[config.mk]
export PLATFORM = sky130hd
export DESIGN_NAME = gf_stripe_sched
export DESIGN_NICKNAME = d
export VERILOG_FILES = /design/src/rtl/gf_stripe_sched.sv
export SDC_FILE = /design/constraint.sdc
export NUM_CORES = 1
export LEC_CHECK = 0
export CAP_MARGIN = 20
export CORE_ASPECT_RATIO = 0.6
export CORE_MARGIN = 8
export CORE_UTILIZATION = 48
export DETAILED_ROUTE_END_ITERATION = 6
export PLACE_DENSITY = 0.72
export SETUP_SLACK_MARGIN = 0.2
export SKIP_LAST_GASP = 1
export SLEW_MARGIN = 5
export SYNTH_ARGS = -nofsm -noshare
export SYNTH_HDL_FRONTEND = slang
export SYNTH_SLANG_ARGS = --single-unit
[constraint.sdc]
create_clock -name clk -period 14.8 [get_ports clk]
set_clock_uncertainty 0.05 [all_clocks]
set_input_delay 2.96 -clock clk [delete_from_list [all_inputs] [get_ports clk]]
set_output_delay 2.96 -clock clk [all_outputs]
set_load 0.05 [all_outputs]
[src/rtl/gf_stripe_sched.sv]
// Purpose: splits a frame into vertical stripes and feeds clamped, padded pixel read addresses to the guided filter; counts results and writes them back.
// Latency: dp_clear appears 1 cycle after start; the first pix_valid follows 1 cycle later. out_we/out_addr are same-cycle with dp_valid_out.
// Backpressure: pix_addr holds while dp_ready=0. There is no backpressure on results; unexpected results set sticky err.
//
// Ports:
//   clk, rst_n     clock, async active-low reset
//   start          frame start pulse (accepted only when idle)
//   dp_ready       datapath accepts the offered pixel
//   dp_valid_out   datapath result strobe
//   dp_clear       one-cycle datapath clear before each stripe
//   pix_valid      pixel read address offered
//   pix_addr       input-frame read address
//   out_we         output-frame write enable
//   out_addr       output-frame write address
//   stripe_idx     current stripe
//   busy           high whenever not idle
//   done           one-cycle end-of-frame pulse
//   err            sticky unexpected-result flag
module gf_stripe_sched #(
  parameter int FRAME_W     = 1920,
  parameter int FRAME_H     = 1080,
  parameter int STRIPEWIDTH = 120,
  parameter int ALPHA       = 15,
  parameter int NUMOFCOLS   = STRIPEWIDTH + 4*ALPHA,
  parameter int NUMOFROWS   = FRAME_H + ALPHA,
  parameter int NSTRIPE     = FRAME_W / STRIPEWIDTH,
  parameter int AW          = $clog2(FRAME_W*FRAME_H)
) (
  input  logic                       clk,
  input  logic                       rst_n,
  input  logic                       start,
  input  logic                       dp_ready,
  input  logic                       dp_valid_out,
  output logic                       dp_clear,
  output logic                       pix_valid,
  output logic [AW-1:0]              pix_addr,
  output logic                       out_we,
  output logic [AW-1:0]              out_addr,
  output logic [$clog2(NSTRIPE):0]   stripe_idx,
  output logic                       busy,
  output logic                       done,
  output logic                       err
);

  localparam int CW    = $clog2(FRAME_W + 4*ALPHA) + 1;  // signed column width
  localparam int RW    = $clog2(NUMOFROWS + 1);
  localparam int OCW   = $clog2(STRIPEWIDTH + 1);
  localparam int TOTAL = FRAME_H * STRIPEWIDTH;            // results per stripe
  localparam int NW    = $clog2(TOTAL + 1);
  localparam int SW    = $clog2(NSTRIPE) + 1;

  localparam logic signed [CW-1:0] COL_MAX = CW'(FRAME_W - 1);
  localparam logic signed [CW-1:0] PAD     = CW'(2*ALPHA);

  typedef enum logic [2:0] {
    S_IDLE,
    S_CLEAR,
    S_FEED,
    S_DRAIN,
    S_NEXT
  } state_t;

  state_t state;

  // Input sweep: row base tracks min(in_row, FRAME_H-1)*FRAME_W incrementally.
  logic [RW-1:0]  in_row;
  logic [CW-1:0]  in_col;
  logic [AW-1:0]  in_row_base;
  // Result sweep.
  logic [OCW-1:0] out_col;
  logic [AW-1:0]  out_row_base;
  logic [NW-1:0]  out_cnt;
  // Left output column of the current stripe.
  logic [CW-1:0]  x0;

  logic signed [CW-1:0] col_raw;
  logic [CW-1:0]        col_c;
  logic counting, cnt_full, counted, last_result, bad_result;
  logic fire, last_pix, last_stripe;

  always_comb begin
    col_raw = $signed(x0 + in_col) - PAD;
    // Clamp gives edge replication on the left and right borders.
    if (col_raw[CW-1])
      col_c = '0;
    else if (col_raw > COL_MAX)
      col_c = CW'(FRAME_W - 1);
    else
      col_c = $unsigned(col_raw);
  end

  assign pix_addr    = in_row_base + AW'(col_c);
  assign out_addr    = out_row_base + AW'(x0) + AW'(out_col);

  assign counting    = (state == S_FEED) || (state == S_DRAIN);
  assign cnt_full    = (out_cnt == NW'(TOTAL));
  assign counted     = dp_valid_out && counting && !cnt_full;
  assign last_result = counted && (out_cnt == NW'(TOTAL - 1));
  assign bad_result  = dp_valid_out && !counted;
  assign out_we      = counted;

  assign fire        = pix_valid && dp_ready;
  assign last_pix    = (in_row == RW'(NUMOFROWS - 1)) && (in_col == CW'(NUMOFCOLS - 1));
  assign last_stripe = (stripe_idx == SW'(NSTRIPE - 1));

  always_ff @(posedge clk or negedge rst_n) begin
    if (!rst_n) begin
      state        <= S_IDLE;
      dp_clear     <= 1'b0;
      pix_valid    <= 1'b0;
      stripe_idx   <= '0;
      busy         <= 1'b0;
      done         <= 1'b0;
      err          <= 1'b0;
      in_row       <= '0;
      in_col       <= '0;
      in_row_base  <= '0;
      out_col      <= '0;
      out_row_base <= '0;
      out_cnt      <= '0;
      x0           <= '0;
    end else begin
      // A bad result on the same cycle as start still flags.
      if (bad_result)
        err <= 1'b1;
      else if (state == S_IDLE && start)
        err <= 1'b0;

      if (counted) begin
        out_cnt <= out_cnt + 1'b1;
        if (out_col == OCW'(STRIPEWIDTH - 1)) begin
          out_col      <= '0;
          out_row_base <= out_row_base + AW'(FRAME_W);
        end else begin
          out_col <= out_col + 1'b1;
        end
      end

      if (fire) begin
        if (in_col == CW'(NUMOFCOLS - 1)) begin
          in_col <= '0;
          in_row <= in_row + 1'b1;
          // Flush rows past the bottom reuse the last frame row.
          if (in_row < RW'(FRAME_H - 1))
            in_row_base <= in_row_base + AW'(FRAME_W);
        end else begin
          in_col <= in_col + 1'b1;
        end
      end

      case (state)
        S_IDLE: begin
          if (start) begin
            state      <= S_CLEAR;
            stripe_idx <= '0;
            x0         <= '0;
            dp_clear   <= 1'b1;
            busy       <= 1'b1;
          end
        end
        S_CLEAR: begin
          // No pixels or counted results can occur here, so clearing is safe.
          dp_clear     <= 1'b0;
          pix_valid    <= 1'b1;
          in_row       <= '0;
          in_col       <= '0;
          in_row_base  <= '0;
          out_col      <= '0;
          out_row_base <= '0;
          out_cnt      <= '0;
          state        <= S_FEED;
        end
        S_FEED: begin
          // All results in means the stripe is done even if feeding is not.
          if (last_result) begin
            state     <= S_NEXT;
            pix_valid <= 1'b0;
            done      <= last_stripe;
          end else if (fire && last_pix) begin
            state     <= S_DRAIN;
            pix_valid <= 1'b0;
          end
        end
        S_DRAIN: begin
          if (last_result) begin
            state <= S_NEXT;
            done  <= last_stripe;
          end
        end
        S_NEXT: begin
          done <= 1'b0;
          if (last_stripe) begin
            state <= S_IDLE;
            busy  <= 1'b0;
          end else begin
            stripe_idx <= stripe_idx + 1'b1;
            x0         <= x0 + CW'(STRIPEWIDTH);
            dp_clear   <= 1'b1;
            state      <= S_CLEAR;
          end
        end
        default: state <= S_IDLE;
      endcase
    end
  end

endmodule

==> impl_metrics.yaml <==
logic_synthesis:
  syn-cell-area_um2: 7000
  post_synth_main_area_contributors: "sky130_fd_sc_hd__dfrtp_1 (35%), sky130_fd_sc_hd__ha_1 (10%), sky130_fd_sc_hd__xnor2_1 (6.1%)"
  ys.warnings.count: 0
  synth_enable_flop_cells: 0
  synth_top_area_cell: "sky130_fd_sc_hd__dfrtp_1"
  synthMostInstantiatedCell: "sky130_fd_sc_hd__dfrtp_1"
  postSynthAreaPerCell_um2: 8.77
  yosys.area.top_type_share_pct: 34.7
  asyncSetResetFlopFracSynth_pct: 100
  yosys_register_bits: 97
  ys.flop_type: "sky130_fd_sc_hd__dfrtp_1"
  postSynthCellCount: 798
  part_of_the_yosys_area_used_for_sequential_elements_pct: 34.7
  synthTopCellsByCount: "sky130_fd_sc_hd__dfrtp_1 (97), sky130_fd_sc_hd__nor2_1 (94), sky130_fd_sc_hd__nand2_1 (62), sky130_fd_sc_hd__ha_1 (56), sky130_fd_sc_hd__inv_1 (52)"
  synth.distinct_cells: 69
clock_network:
  postCtsSetupRepairBufs: 0
  cts-buffers-inserted: 9
  clk_root_buffer_cell: "sky130_fd_sc_hd__clkbuf_16"
  h-tree-depth: 3
  cts.repair.resized: 0
  num_clock_sinks: 97
  tritoncts: "yes"
  clock_latency_ns: 0.35
  cts_hold_repair.buffers: 0
  clk_pin_slew_ns: 0.07
  cts_buffer_depth: 2
setup_path:
  end_kind: "primary output"
  critical_path_class: "register to primary output"
  timing.critical_path.fanout_max: 15
  reg2reg_depth: 7
  critical_path.startpoint_type: "register"
  cp_cell_sequence: "inv_1, ha_1, inv_1, ha_1, a21o_1, a21o_1, a221oi_4, xor2_2, or4b_1, nand2_1, nor2_1, ha_1, a21oi_1, nor2b_1, o21a_1, o21a_1, nand3_1, xnor2_1, clkdlybuf4s50_1"
  critPathTopFamily: "compound AO/OA/AOI/OAI gates"
  critical_path.most_common_cell: "sky130_fd_sc_hd__ha_1"
  r2r_setup_slack_ns: 11.54
  cp.arrival_ns: 5.87
  critical_path.reg2reg.startpoint: "in_col[0]"
  critical_path.n_buffers_inverters: 3
  crit_path_max_delay_cell_type: "sky130_fd_sc_hd__or4b_1"
  critPathRequiredTime_ns: 11.79
  r2r_endpoint: "in_row_base[15]"
  worst_path_largest_cell_delay_ns: 0.89
min_path:
  min_path_type: "register to register"
  min_from: "busy"
  depth_of_the_worst_hold_timing_path: 1
  worstHoldEndpoint: "busy"
placement:
  placed_wire_length_estimate_um: 12300
  dpl_cell_area_um2: 7730
  place_congestion: 0.886
  io_buffer_count: 57
floorplan:
  dieWidth_um: 172
  die_area_um2: 18800
  die-height_um: 110
  io_pins: 58
  placeableCoreArea_um2: 14400
  std_cell_rows: 34
  start_util_pct: 48.7
detailed_routing:
  number_of_routed_nets_with_antenna_violations: 0
  drt_drc_violations_left: 0
  num_vias: 5861
  route.detailed.wl_per_inst_um: 15.5
  drt_first_pass_iters: 7
  vias_per_cell: 5.59
  wl_um: 16200
  starting_drt_drc_count: 361
grt:
  wire_length_of_the_first_global_routing_pass_um: 27600
  grt_busiest_layer: "met1"
  groute.layer.met2.usage_pct: 26.6
  globalRouteTotalUtil_pct: 18.0
  gr-usage-met3_pct: 3.62
  antenna_violations_before_repair: 0
  grt_max_degree: 60
  groute.layer.met1.usage_pct: 27.0
  overflow: 0
  vias_in_the_first_global_route: 5473
layout:
  synthToLayoutAreaGrowth_pct: 14.7
  post_route_cells_drive_above_1_share_pct: 5.17
  num-nets-final: 909
  antennaDiodeCount: 0
  post-route-cell-area_um2: 8030
timing:
  setup_viol_count_final: 0
  worst_slew_margin_pct: 39.2
  slew_viol_final: 0
  worst_pin_slew_ns: 0.900
  fmaxAchievable_ghz: 0.113
  post-route-period-util_pct: 60.0
  hold_viol_final: 0
  rsz0062_at_grt: "false"
  timing.final.crit_period_ns: 8.88
  fin_tns_setup_ns: 0
flow_run:
  cap_violations: 0
power_and_ir_drop:
  worst_ir_drop_vdd_uv: 97.1
  p_leak_nw: 3.55
  powerDensity_nw_per_um2: 149
outcome:
  outcome: "complete, no violations"
==> kinds of logic (layout without fill, tap and decap cells) <==
logic type | count (synthesis) | after routing | share of synthesized area (%)
and+or+nand+nor | 312 | 312 | 22.8
AOI/OAI and AO/OA | 154 | 154 | 15.0
DFF | 97 | 97 | 34.7
xor gates and xnor gates | 91 | 91 | 11.6
buffers and inverters | 81 | 129 | 4.74
adders and majority gates | 58 | 58 | 10.6
muxes | 4 | 4 | 0.572
other | 1 | 6 | 0.0536
==> cell type report <==
type	count	area, µm²
inverter	52	195
tap	198	248
multi-input combinational	625	4260
clock inverter	6	55.1
fill	1347	6350
clock buffer	10	239
timing repair buffer	61	598
sequential	97	2430
==> metal layers <==
layer  up-vias  share of wire (%)
met5         -                  0
met2       156                 42
met3        11                6.0
met1      2792                 52
met4         0               0.78
li1       2902                  -
==> cells in the final DEF, fill, tap and decap left out, types with 4 or more instances in the layout <==
master / count
sky130_fd_sc_hd__a21o_1: 7
sky130_fd_sc_hd__a21oi_1: 37
sky130_fd_sc_hd__clkdlybuf4s50_1: 56
sky130_fd_sc_hd__inv_1: 52
sky130_fd_sc_hd__nor3_1: 14
sky130_fd_sc_hd__clkbuf_16: 9
sky130_fd_sc_hd__nand4_1: 21
sky130_fd_sc_hd__o21a_1: 6
sky130_fd_sc_hd__or3_1: 17
sky130_fd_sc_hd__nor3b_1: 5
sky130_fd_sc_hd__o21ai_0: 48
sky130_fd_sc_hd__inv_6: 4
sky130_fd_sc_hd__a31oi_1: 7
sky130_fd_sc_hd__conb_1: 6
sky130_fd_sc_hd__mux2i_1: 4
sky130_fd_sc_hd__o31ai_1: 7
sky130_fd_sc_hd__o41ai_1: 6
sky130_fd_sc_hd__nor2b_1: 8
sky130_fd_sc_hd__ha_1: 56
sky130_fd_sc_hd__buf_4: 5
sky130_fd_sc_hd__xor2_1: 40
sky130_fd_sc_hd__nor2_1: 94
sky130_fd_sc_hd__and3_1: 13
sky130_fd_sc_hd__nand3_1: 34
sky130_fd_sc_hd__nand2b_1: 6
sky130_fd_sc_hd__nor4_1: 4
sky130_fd_sc_hd__xnor2_1: 49
sky130_fd_sc_hd__o211ai_1: 7
sky130_fd_sc_hd__nand2_1: 62
sky130_fd_sc_hd__dfrtp_1: 97
sky130_fd_sc_hd__nand4b_1: 4
==> worst max path at each step <==
stage	endpoint	slack, ns	startpoint	cells past startpoint
finish	pix_addr[19]	5.92	x0[8]	19
floorplan	pix_addr[11]	7.32	x0[8]	19
detailed placement	pix_addr[19]	6.31	x0[8]	19
CTS	pix_addr[19]	5.91	x0[8]	19
global route	pix_addr[19]	5.62	x0[8]	19
global placement	pix_addr[19]	6.42	x0[8]	19
==> power by group <==
| part | switching [mW] | internal [mW] |
|---|---|---|
| registers | 0.0335 | 0.287 |
| logic | 0.427 | 0.219 |
| clock network | 0.108 | 0.123 |
==> state kept, by name (all words and copies together) (netlist names) <==
| name | count |
|---|---|
| out_cnt | 17 |
| in_row_base | 14 |
| out_row_base | 14 |
| in_col | 12 |
| in_row | 11 |
| x0 | 9 |
| out_col | 7 |
| stripe_idx | 5 |
| state | 3 |
| busy | 1 |
| done | 1 |
| dp_clear | 1 |
| err | 1 |
| pix_valid | 1 |
==> metrics by stage <==
step	power [mW]	utilization [%]	hold slack [ns]	setup WS (ns)	std cells
finish	1.20	55.8	0.428	5.92	1049
detailed placement	0.963	53.8	0.416	6.31	1033
floorplan	0.800	-	0.411	7.32	803
global route	1.27	55.8	0.458	5.62	1049
global placement	0.961	53.8	0.413	6.42	1033
CTS	1.20	55.8	0.433	5.91	1049
No activity file was read; power rests on OpenSTA's default activity.
